$ cat config.mk
export PLATFORM = sky130hd
export DESIGN_NAME = sha3_apb_fifo
export DESIGN_NICKNAME = d
export VERILOG_FILES = /design/src/rtl/sha3_apb_fifo.sv
export SDC_FILE = /design/constraint.sdc
export NUM_CORES = 1
export LEC_CHECK = 0
export ABC_AREA = 1
export CAP_MARGIN = 10
export CORE_ASPECT_RATIO = 0.8
export CORE_MARGIN = 4
export CORE_UTILIZATION = 49
export CTS_BUF_LIST = sky130_fd_sc_hd__clkbuf_8
export CTS_CLUSTER_SIZE = 14
export DETAILED_ROUTE_END_ITERATION = 8
export GPL_TIMING_DRIVEN = 0
export PLACE_DENSITY = 0.79
export SYNTH_ARGS = -nofsm -noshare
export SYNTH_HDL_FRONTEND = slang
export SYNTH_SLANG_ARGS = --single-unit
$ cat constraint.sdc
create_clock -name PCLK -period 3.1 [get_ports PCLK]
set_input_delay 0.775 -clock PCLK [delete_from_list [all_inputs] [get_ports PCLK]]
set_output_delay 0.775 -clock PCLK [all_outputs]
set_load 0.005 [all_outputs]
$ cat src/rtl/sha3_apb_fifo.sv
// sha3_apb_fifo
//   APB slave front end for a SHA3 core register space. Legal writes are
//   posted into a small FIFO and completed on the APB side at once. A drain
//   FSM replays them to the core one at a time. Reads are forwarded to the
//   core only after every earlier write has drained, so reads observe
//   program order.
//
//   Optional build macro: SHA3_APB_TIMEOUT_EN
//     When defined, a core access that stalls for TIMEOUT_CYC cycles is
//     aborted. A stalled write is dropped and wr_timeout is set (sticky). A
//     stalled read returns PSLVERR=1 with PRDATA=0. When undefined, the FSM
//     waits indefinitely for core_ready and wr_timeout is tied to 0.
//
// Ports
//   PCLK, PRESETn      clock (rising edge), asynchronous active-low reset
//   PSEL/PENABLE/PWRITE, PADDR, PWDATA         APB request
//   PRDATA, PREADY, PSLVERR                    APB response
//   core_cs, core_we, core_addr, core_wdata    core request (registered)
//   core_rdata, core_ready                     core response
//   fifo_level          posted-write FIFO occupancy
//   wr_timeout          sticky flag: a posted write was dropped on stall
//   state_dbg           current drain FSM state (0 IDLE, 1 WR, 2 RD, 3 RD_RESP)
//
// Handshake: an APB transfer completes in the access cycle
// (PSEL & PENABLE) where PREADY=1. A core transfer completes on the rising
// edge where core_cs=1 and core_ready=1. core_cs/core_we/core_addr/core_wdata
// stay constant until that edge.
module sha3_apb_fifo #(
   parameter int ADDR_W      = 10,
   parameter int FIFO_DEPTH  = 4,
   parameter int ADDR_LIMIT  = 'h200,
   parameter int TIMEOUT_CYC = 64
) (
   input  logic                             PCLK,
   input  logic                             PRESETn,
   input  logic                             PSEL,
   input  logic                             PENABLE,
   input  logic                             PWRITE,
   input  logic [ADDR_W-1:0]                PADDR,
   input  logic [31:0]                      PWDATA,
   output logic [31:0]                      PRDATA,
   output logic                             PREADY,
   output logic                             PSLVERR,
   output logic                             core_cs,
   output logic                             core_we,
   output logic [ADDR_W-3:0]                core_addr,
   output logic [31:0]                      core_wdata,
   input  logic [31:0]                      core_rdata,
   input  logic                             core_ready,
   output logic [$clog2(FIFO_DEPTH+1)-1:0]  fifo_level,
   output logic                             wr_timeout,
   output logic [1:0]                       state_dbg
);

   localparam int LVL_W = $clog2(FIFO_DEPTH+1);
   localparam int PTR_W = $clog2(FIFO_DEPTH);
   localparam int WA_W  = ADDR_W - 2;
   localparam logic [31:0] LIMIT32 = 32'(ADDR_LIMIT);

   typedef enum logic [1:0] {
      S_IDLE    = 2'd0,
      S_WR      = 2'd1,
      S_RD      = 2'd2,
      S_RD_RESP = 2'd3
   } state_t;

   state_t state;

   // ------------------------------------------------------------------
   // APB decode
   // ------------------------------------------------------------------
   logic        access;
   logic        legal;
   logic        illegal_acc;
   logic        rd_req;
   logic        push;
   logic        pop;
   logic        to_hit;
   logic        resp_err;
   logic [31:0] paddr_ext;

   assign paddr_ext   = 32'(PADDR);
   assign access      = PSEL && PENABLE;
   assign legal       = (PADDR[1:0] == 2'b00) && (paddr_ext < LIMIT32);
   assign illegal_acc = access && !legal;
   assign rd_req      = access && !PWRITE && legal;

   // FIFO bookkeeping
   logic [WA_W-1:0]  mem_addr [FIFO_DEPTH];
   logic [31:0]      mem_data [FIFO_DEPTH];
   logic [PTR_W-1:0] wr_ptr;
   logic [PTR_W-1:0] rd_ptr;
   logic [LVL_W-1:0] count;
   logic             fifo_full;
   logic             fifo_empty;

   assign fifo_full  = (count == LVL_W'(FIFO_DEPTH));
   assign fifo_empty = (count == '0);

   // A pop in the same cycle frees the slot a blocked write is waiting for,
   // so the write may complete in that very cycle.
   assign pop  = (state == S_WR) && (core_ready || to_hit);
   assign push = access && PWRITE && legal && (!fifo_full || pop);

   // Responses are combinational so that they land in the first access
   // cycle. They are forced low while reset is asserted.
   assign PREADY  = PRESETn && (illegal_acc || push || (state == S_RD_RESP));
   assign PSLVERR = PRESETn && (illegal_acc || ((state == S_RD_RESP) && resp_err));

   assign fifo_level = count;
   assign state_dbg  = state;

   always_ff @(posedge PCLK) begin
      if (push) begin
         mem_addr[wr_ptr] <= PADDR[ADDR_W-1:2];
         mem_data[wr_ptr] <= PWDATA;
      end
   end

   always_ff @(posedge PCLK or negedge PRESETn) begin
      if (!PRESETn) begin
         wr_ptr <= '0;
         rd_ptr <= '0;
         count  <= '0;
      end else begin
         if (push) wr_ptr <= wr_ptr + PTR_W'(1);
         if (pop)  rd_ptr <= rd_ptr + PTR_W'(1);
         case ({push, pop})
            2'b10:   count <= count + LVL_W'(1);
            2'b01:   count <= count - LVL_W'(1);
            default: count <= count;
         endcase
      end
   end

   // ------------------------------------------------------------------
   // Stall timeout
   // ------------------------------------------------------------------
`ifdef SHA3_APB_TIMEOUT_EN
   localparam int TO_W = $clog2(TIMEOUT_CYC+1);
   logic [TO_W-1:0] to_cnt;
   logic            in_core;
   logic            wr_to_q;

   assign in_core    = (state == S_WR) || (state == S_RD);
   // Fires on the TIMEOUT_CYC-th consecutive stalled cycle.
   assign to_hit     = in_core && !core_ready && (to_cnt == TO_W'(TIMEOUT_CYC-1));
   assign wr_timeout = wr_to_q;

   always_ff @(posedge PCLK or negedge PRESETn) begin
      if (!PRESETn) begin
         to_cnt  <= '0;
         wr_to_q <= 1'b0;
      end else begin
         if (in_core && !core_ready && !to_hit) to_cnt <= to_cnt + TO_W'(1);
         else                                   to_cnt <= '0;
         if ((state == S_WR) && to_hit) wr_to_q <= 1'b1;
      end
   end
`else
   assign to_hit     = 1'b0;
   assign wr_timeout = 1'b0;
`endif

   // ------------------------------------------------------------------
   // Drain FSM: writes take priority, reads start only on an empty FIFO
   // ------------------------------------------------------------------
   always_ff @(posedge PCLK or negedge PRESETn) begin
      if (!PRESETn) begin
         state      <= S_IDLE;
         core_cs    <= 1'b0;
         core_we    <= 1'b0;
         core_addr  <= '0;
         core_wdata <= '0;
         PRDATA     <= '0;
         resp_err   <= 1'b0;
      end else begin
         case (state)
            S_IDLE: begin
               if (!fifo_empty) begin
                  state      <= S_WR;
                  core_cs    <= 1'b1;
                  core_we    <= 1'b1;
                  core_addr  <= mem_addr[rd_ptr];
                  core_wdata <= mem_data[rd_ptr];
               end else if (rd_req) begin
                  state     <= S_RD;
                  core_cs   <= 1'b1;
                  core_we   <= 1'b0;
                  core_addr <= PADDR[ADDR_W-1:2];
               end
            end
            S_WR: begin
               if (core_ready || to_hit) begin
                  state   <= S_IDLE;
                  core_cs <= 1'b0;
                  core_we <= 1'b0;
               end
            end
            S_RD: begin
               if (core_ready) begin
                  state    <= S_RD_RESP;
                  core_cs  <= 1'b0;
                  PRDATA   <= core_rdata;
                  resp_err <= 1'b0;
               end else if (to_hit) begin
                  state    <= S_RD_RESP;
                  core_cs  <= 1'b0;
                  PRDATA   <= '0;
                  resp_err <= 1'b1;
               end
            end
            S_RD_RESP: begin
               state    <= S_IDLE;
               resp_err <= 1'b0;
            end
            default: state <= S_IDLE;
         endcase
      end
   end

endmodule

==> metrics <==
DIE HEIGHT 133 um; Post-synth EDFFs 160; Netlist Area Pre-Place 0.00950 mm2; # diodes 0; slowest CP cell clkdlybuf4s50_1; nets 1055; insertion delay of the later-clocked pin in the worst-skew pair 0.55 ns; grt ovf 0; CP peak stage delay 0.53 ns; CTS hold repair buffers 0; Max Clk Rate 342 MHz; DR pass1 iterations 6; Startpoint Class input port; power per standard cell area 919 mW/mm2; Antenna Nets Post-Route 0; RSZ-0062 raised after global routing no; DRT iter0 DRCs 510; status completed; cts bufs inserted 38; kind of critical path in -> out; IO Pins 162; grt met2 use 33.1%; Period minus WS final 2.92 ns; Period Utilization, post-route 94.3%; # DRC 0; post-synthesis register bit count 243; Tot Pwr 11.4 mW; GR peak layer met2; register area share after synthesis 72.4%; via density per instance 5.20; DP Worst Slack -0.418 ns; post-synthesis compound-gate area fraction 7.12%; mux share of post-synthesis cell area 3.79%; die width 164 um; flop-to-flop setup slack 0.74 ns; multi-input logic area 0.00238 mm2; final setup vio count 0; Pins Over Slew Limit 0; Synth Area in Adders 1.40%; pin count of the biggest net entering global routing 45; largest family of logic cells by synthesized area simple AND/OR/NAND/NOR gates; via count 6512; Die Footprint 0.0217 mm2; Peak VDD IR 402 uV; Syn Inst Count 755; post-synth top area share 50.6%; cell taking the most area after synthesis edfxtp_1; most frequent cells in the layout nor2_1, edfxtp_1, clkdlybuf4s50_1; Synth area leaders edfxtp_1, dfrtp_1, nor2_1; share of layout cells above drive strength 1 14.5%; Synth Flop Type edfxtp_1; clock skew 0.0232 ns; CTS tree yes; Initial Utilization 49.9%; final number of hold-violating endpoints 0; DP Wirelength 14.7 mm; CORE AREA 0.0190 mm2; number of port buffers 160; most used cell, CP clkdlybuf4s50_1; first-pass GRT wire length 34.8 mm; Slew headroom 48.9%; Max Cap Violations 0; Critical Path End Type output pin; most common cell after layout, fill and taps aside nor2_1; PnR worst setup slack 0.178 ns; Worst-Margin Slew 0.765 ns; post-synthesis simple-gate area fraction 11.9%; gr usage total 20.5%; Async SR Flop Fraction 34.2%; Synth warnings 0; LEAKAGE 4.75 nW; met3 Use GR 4.89%; xor/xnor share of the synthesized area 0.277%; Hold Crit Class in -> async; Area growth, synth to finish 30.3%; synthesized net count 845; critical path fanouts, max 3; initial antenna violation count 1; GR Util met1 28.0%; Distinct cells, synth 31; Seq. cell area 0.00688 mm2; CP cell instances clkdlybuf4s50_1, nor2_1, nand2_1, inv_1, nor3_1, clkdlybuf4s50_1; vias in the first global route 6513; root buf cell clkbuf_8; fillers 1479; num rows 45; Clock Path Buffers 3; drt wl/cell 18.0 um; CTS Sinks 243; Worst-path clk slew 0.06 ns; Req. time, crit path 2.32 ns; Worst Path Buf+Inv 3; CTS HTree Levels 2; Critical Path AT 2.15 ns; final WL 22.6 mm; RD Place Congestion 0.769; average size of a mapped cell 12.6 um2; Top Family by Delay on Critical Path buffers and inverters
-- cell families (layout without fill, tap and decap cells) --
group | count (synthesis) | in the layout
other | 1 | 1
flip-flops | 243 | 243
multiplexers | 32 | 32
buffers and inverters | 63 | 303
AO/OA/AOI/OAI | 124 | 124
adder cells (fa/ha/maj) | 10 | 10
AND/OR/NAND/NOR | 279 | 279
XOR/XNOR | 3 | 3
-- flip-flops by register name, summed over array words and instances, names as in the netlist --
name and flops:
rd_ptr 2, state_dbg 2, core_cs 1, fifo_level 3
PRDATA 32, core_addr 8, wr_ptr 2, mem_data 128
core_wdata 32, mem_addr 32, core_we 1
-- worst reg2reg max path: cells and delay by family, from the launching register on --
family | cells | cell delay (ns)
AO/OA/AOI/OAI | 1 | 0.05
adder cells (fa/ha/maj) | 1 | 0.24
flip-flops | 1 | 0.44
buffers and inverters | 4 | 0.63
AND/OR/NAND/NOR | 2 | 0.69
-- synth_stat cells, types with 2 or more instances --
cell	instances
ha_1	9
dfrtp_1	83
nor2_1	202
o21ai_0	78
o21ai_1	6
xor2_1	3
nand3_1	24
nand2_1	39
buf_6	3
inv_1	22
or2_2	8
nor2_4	2
a21oi_1	5
mux2_2	32
edfxtp_1	160
buf_2	21
clkbuf_1	12
a31oi_1	32
inv_2	2
-- per-stage QoR --
stage	utilization, %	hold slack [ns]	std cells	setup TNS (ns)	area [um2]
after floorplan	-	0.465	755	-45.50	9500
after global placement	60.0	0.458	1173	-540.93	11400
after detailed placement	61.0	0.465	1179	-1.44	11600
after CTS	64.9	0.232	1250	0	12300
after global routing	65.1	0.264	1253	0	12400
final	65.1	0.225	1253	0	12400
-- worst paths after layout --
kind	depth (start not counted)	start	endpoint
hold reg to reg	2	core_addr[5]	core_addr[5]
max in group asynchronous	2	PRESETn	state_dbg[1]
min in group PCLK	2	core_addr[5]	core_addr[5]
hold / removal	1	PRESETn	core_wdata[11]
setup / recovery	6	PADDR[1]	PSLVERR
setup reg to reg	8	state_dbg[1]	mem_addr[1][4]
-- power breakdown --
| group | internal [mW] | switching (mW) | leakage (nW) | total (mW) |
|---|---|---|---|---|
| combinational | 2.10 | 2.35 | 1.93 | 4.45 |
| sequential | 4.05 | 0.357 | 2.41 | 4.41 |
| clock | 1.29 | 1.23 | 0.411 | 2.52 |
-- layout make-up --
| cell class | count | share of cell area (%) |
|---|---|---|
| sequential | 243 | 55.6 |
| buffer | 38 | 1.59 |
| tap | 258 | 2.61 |
| clock buffer | 40 | 4.45 |
| inverter | 25 | 0.798 |
| timing repair buffer | 170 | 14.5 |
| multi-input combinational | 449 | 19.2 |
| clock inverter | 30 | 1.27 |
-- routing by layer --
metal	wire length (um)	up-vias	part of all wire [%]
li1	-	3043	-
met1	9330	3137	41
met2	10700	284	47
met3	2070	46	9.2
met4	489	2	2.2
met5	13	-	0.058
-- timing repair --
item	in CTS	in global routing
setup endpoints to repair	1	2
setup buffers	1	3
gates resized for setup	6	5
gates cloned	0	0
pin swaps	1	1
(Power assumes the default switching activity.)
